## src/rtl/lfsr_gen.sv

```systemverilog
// Purpose: Fibonacci LFSR with loadable seed, period tracking (wrap) and lockup-seed rejection.
// Latency: all outputs are registered; a load or step shows on the outputs one cycle after the edge that takes it.
// Backpressure: none; the block steps only when enable=1 and never stalls its source.
module lfsr_gen #(
    parameter int unsigned     WIDTH   = 10,
    parameter logic [WIDTH-1:0] TAPS   = 10'h240,
    parameter logic [WIDTH-1:0] SEED   = {{(WIDTH-1){1'b0}}, 1'b1},
    parameter bit              XNOR_FB = 1'b1
) (
    input  logic             clk,
    input  logic             reset,
    input  logic             enable,
    input  logic             load,
    input  logic [WIDTH-1:0] seed_in,
    output logic [WIDTH-1:0] q,
    output logic [WIDTH-1:0] step_count,
    output logic             wrap,
    output logic             lockup_err
);

    // The one state the feedback function maps onto itself: all-ones for
    // XNOR feedback, all-zeros for XOR feedback. It must never be entered.
    localparam logic [WIDTH-1:0] LOCKUP = XNOR_FB ? {WIDTH{1'b1}} : {WIDTH{1'b0}};
    localparam logic [WIDTH-1:0] ONE    = {{(WIDTH-1){1'b0}}, 1'b1};

    // Architectural state. start_q is the point the sequence is measured
    // from; it only moves on reset or load, never on a step.
    logic [WIDTH-1:0] lfsr_q,  lfsr_d;
    logic [WIDTH-1:0] start_q, start_d;
    logic [WIDTH-1:0] cnt_q,   cnt_d;
    logic             wrap_q,  wrap_d;
    logic             lock_q,  lock_d;

    // Stepping datapath, kept separate from the control decisions below.
    logic             fb;
    logic [WIDTH-1:0] lfsr_step;
    logic             seed_is_lockup;

    // Feedback bit and one-step successor of the current state.
    always_comb begin
        fb        = (^(lfsr_q & TAPS)) ^ XNOR_FB;
        lfsr_step = {lfsr_q[WIDTH-2:0], fb};
    end

    // A load of the lockup value is illegal and gets replaced by SEED.
    always_comb begin
        seed_is_lockup = (seed_in == LOCKUP);
    end

    // Next-state selection: load beats enable; idle cycles hold everything
    // and let the single-cycle pulses fall back to zero.
    always_comb begin
        lfsr_d  = lfsr_q;
        start_d = start_q;
        cnt_d   = cnt_q;
        wrap_d  = 1'b0;
        lock_d  = 1'b0;

        if (load) begin
            cnt_d = {WIDTH{1'b0}};
            if (seed_is_lockup) begin
                lfsr_d  = SEED;
                start_d = SEED;
                lock_d  = 1'b1;
            end else begin
                lfsr_d  = seed_in;
                start_d = seed_in;
            end
        end else if (enable) begin
            lfsr_d = lfsr_step;
            if (lfsr_step == start_q) begin
                // Returned to the start point: one full period has elapsed.
                cnt_d  = {WIDTH{1'b0}};
                wrap_d = 1'b1;
            end else begin
                cnt_d  = cnt_q + ONE;
            end
        end
    end

    // State register with synchronous active-low reset to SEED.
    always_ff @(posedge clk) begin
        if (!reset) begin
            lfsr_q  <= SEED;
            start_q <= SEED;
            cnt_q   <= {WIDTH{1'b0}};
            wrap_q  <= 1'b0;
            lock_q  <= 1'b0;
        end else begin
            lfsr_q  <= lfsr_d;
            start_q <= start_d;
            cnt_q   <= cnt_d;
            wrap_q  <= wrap_d;
            lock_q  <= lock_d;
        end
    end

    // Outputs come straight from flops; no input reaches an output combinationally.
    assign q          = lfsr_q;
    assign step_count = cnt_q;
    assign wrap       = wrap_q;
    assign lockup_err = lock_q;

endmodule

```

## config.mk

```make
export PLATFORM = sky130hd
export DESIGN_NAME = lfsr_gen
export DESIGN_NICKNAME = d
export VERILOG_FILES = /design/src/rtl/lfsr_gen.sv
export SDC_FILE = /design/constraint.sdc
export NUM_CORES = 1
export LEC_CHECK = 0
export ABC_CLOCK_PERIOD_IN_PS = 2100
export CAP_MARGIN = 0
export CORE_AREA = 2 2 85 54
export DETAILED_ROUTE_END_ITERATION = 16
export DIE_AREA = 0 0 87 56
export PLACE_DENSITY = 0.71
export SLEW_MARGIN = 40
export SYNTH_ARGS = -nofsm -noshare
export SYNTH_HDL_FRONTEND = slang
export SYNTH_SLANG_ARGS = --single-unit
export TNS_END_PERCENT = 50
```

## constraint.sdc

```tcl
create_clock -name clk -period 2.1 [get_ports clk]
set_clock_uncertainty 0.2 [all_clocks]
set_input_delay 0.42 -clock clk [delete_from_list [all_inputs] [get_ports clk]]
set_output_delay 0.42 -clock clk [all_outputs]
set_load 0.05 [all_outputs]
```

==> reports/results.ini <==
[outcome]
status=finished clean

[setup_path]
cp_slowest_stage_delay_ns=0.79
path_depth=1
r2r_start=q[6]
cp-startpoint=wrap
worst-setup-path-type=register to output port
crit_required_ns=1.48
crit_family=buffers and inverters
cp-end-kind=output port
r2r_setup_slack_ns=0.46
crit_buf_inv=1
startpoint_type=register
path_max_fanout=1
endpoint=wrap
reg2reg_depth=5
path_cells=clkdlybuf4s50_1
arrival_ns=1.38
critPathSlowestCell=clkdlybuf4s50_1
reg2reg_to=step_count[6]

[floorplanning]
die_h_microns=56
dieArea_sq_um=4870
pin_count=36
start_util=0.345
rows=18
fp.dieW_microns=87
core_sq_um=4030

[place]
dp_hpwl_microns=2540
placed_cells=247
place_area_sq_um=1790
io_buffers=35
gp_congestion=0.786

[logic_synthesis]
synth.distinct_cells=25
synthesis.nets=176
ys_seq_elements=32
synth_xor_xnor_area_share=0.126
synth_top_family_by_area=simple AND/OR/NAND/NOR gates
syn_area_sq_um=1390
seq_area_frac_synth=0.460
syn_avg_cell_area_sq_um=8.65
synth-simple-area-share=0.204
synth-adder-area-share=0.00898
synth-compound-area-share=0.158
yosys_warnings=0
muxShareOfSynthArea=0.00719
syn_inst=161

[drt]
num_vias=1252
ant_nets=0
viasPerCell=4.91
drt-initial-drc-count=56
drc=0
wirelength_microns=3390
wl_per_cell_microns=13.3
first_pass_iters=4

[global_route]
grt_pass1_wl_microns=5800
track_usage=0.152
antenna_found_initial=0
grt_max_degree=22
first_global_vias=1159
gr-total-overflow=0

[finish]
fill_cells=392
fin_cells=255
fin_nets=219
final_common_cell=dfxtp_1
layout_common_cells=dfxtp_1 (32), buf_4 (30), o21ai_0 (20)
postLayoutCellArea_sq_um=1880
diodes=0
drive_above_1_share=0.190
area_growth_pct=35.3

[timing]
setup_violations=0
slew_headroom=0.673
fmax_ghz=0.501
hold_viol_final=0
hold_ws_ns=0.288
min_period_ns=2.00
drv_slew=0
worst_pin_slew_ns=0.489
fin_tns_setup_ns=0
period_share=0.950
rsz0062_at_grt=false

[power_and_ir_drop]
power_leakage_nw=0.735
power_mw=1.36
powerDensity_nw_per_um2=723
max-vdd-ir-drop_uv=246

[clocking]
clk_pin_slew_worst_paths_ns=0.07
htreeDepth=2
ctsHoldBuffers=0
cts_resized=0
clock_path_buffers=2
cts.sinks=32
post_cts.repair.setup_buffers=0
cts_buffers=5
clock_tree.root_cell=clkbuf_8
tritoncts=yes
insertion_delay_ns=0.28

[hold_path]
hold_class=register to register

[run]
cap_violations=0

[logic make-up after synthesis]
family          Yosys count
simple gates             56
compound gates           39
flops                    32
xor+xnor                 20
buf+inv                  12
mux                       1
fa+ha+maj                 1
[synth_stat cells]
library cell	number	area, sq um
a211oi_1	1	7.51
a21boi_0	9	67.6
a21oi_1	9	45.0
and2_1	1	6.26
and3_1	2	12.5
and4_1	1	8.76
buf_1	3	11.3
buf_2	1	5.00
buf_4	1	7.51
clkbuf_1	4	15.0
dfxtp_1	32	641
ha_1	1	12.5
inv_1	3	11.3
mux2i_1	1	10.0
nand2_1	15	56.3
nand3_1	12	60.1
nand4_1	7	43.8
nor2_1	4	15.0
nor2b_1	2	12.5
nor3_1	10	50.1
nor4_2	1	12.5
o21ai_0	20	100
or3_1	1	6.26
xnor2_1	12	105
xor2_1	8	70.1
[report_power, final]
part	internal (mW)	switching, mW
logic	0.0913	0.130
clock network	0.261	0.222
registers	0.633	0.0246
[per-stage QoR]
step / utilization / setup slack [ns]
after global routing: 0.467 / 0.0713
final: 0.467 / 0.105
after floorplan: - / 0.272
after CTS: 0.467 / 0.0915
after detailed placement: 0.444 / -0.00765
after global placement: 0.444 / -0.00635
[worst min path at each step]
stage | startpoint | end | slack (ns) | cells past startpoint
finish | start_q[9] | start_q[9] | 0.29 | 2
global placement | start_q[2] | start_q[2] | 0.27 | 2
floorplan | start_q[1] | start_q[1] | 0.26 | 2
CTS | start_q[5] | start_q[5] | 0.29 | 2
global route | start_q[5] | start_q[5] | 0.32 | 2
detailed placement | start_q[5] | start_q[5] | 0.28 | 2
[cell type report]
| cell class | count | area, sq um | area share |
|---|---|---|---|
| clock buffers | 6 | 82.6 | 0.0438 |
| clock inverters | 2 | 10.0 | 0.00531 |
| inverters | 3 | 11.3 | 0.00598 |
| multi-input cells | 117 | 702 | 0.373 |
| flip-flops and latches | 32 | 641 | 0.340 |
| well taps | 50 | 62.6 | 0.0332 |
| repair buffers | 45 | 375 | 0.199 |
[sequential cells by signal, summed over array words and instances, names as in the netlist]
name,flops
wrap,1
step_count,10
lockup_err,1
q,10
start_q,10
[metal layers]
metal  track usage  part of all wire
met2         0.184              0.40
met1         0.241              0.54
met3        0.0415             0.052
met4        0.0647            0.0056
met5             0                 0
No activity file was read; power rests on OpenSTA's default activity.
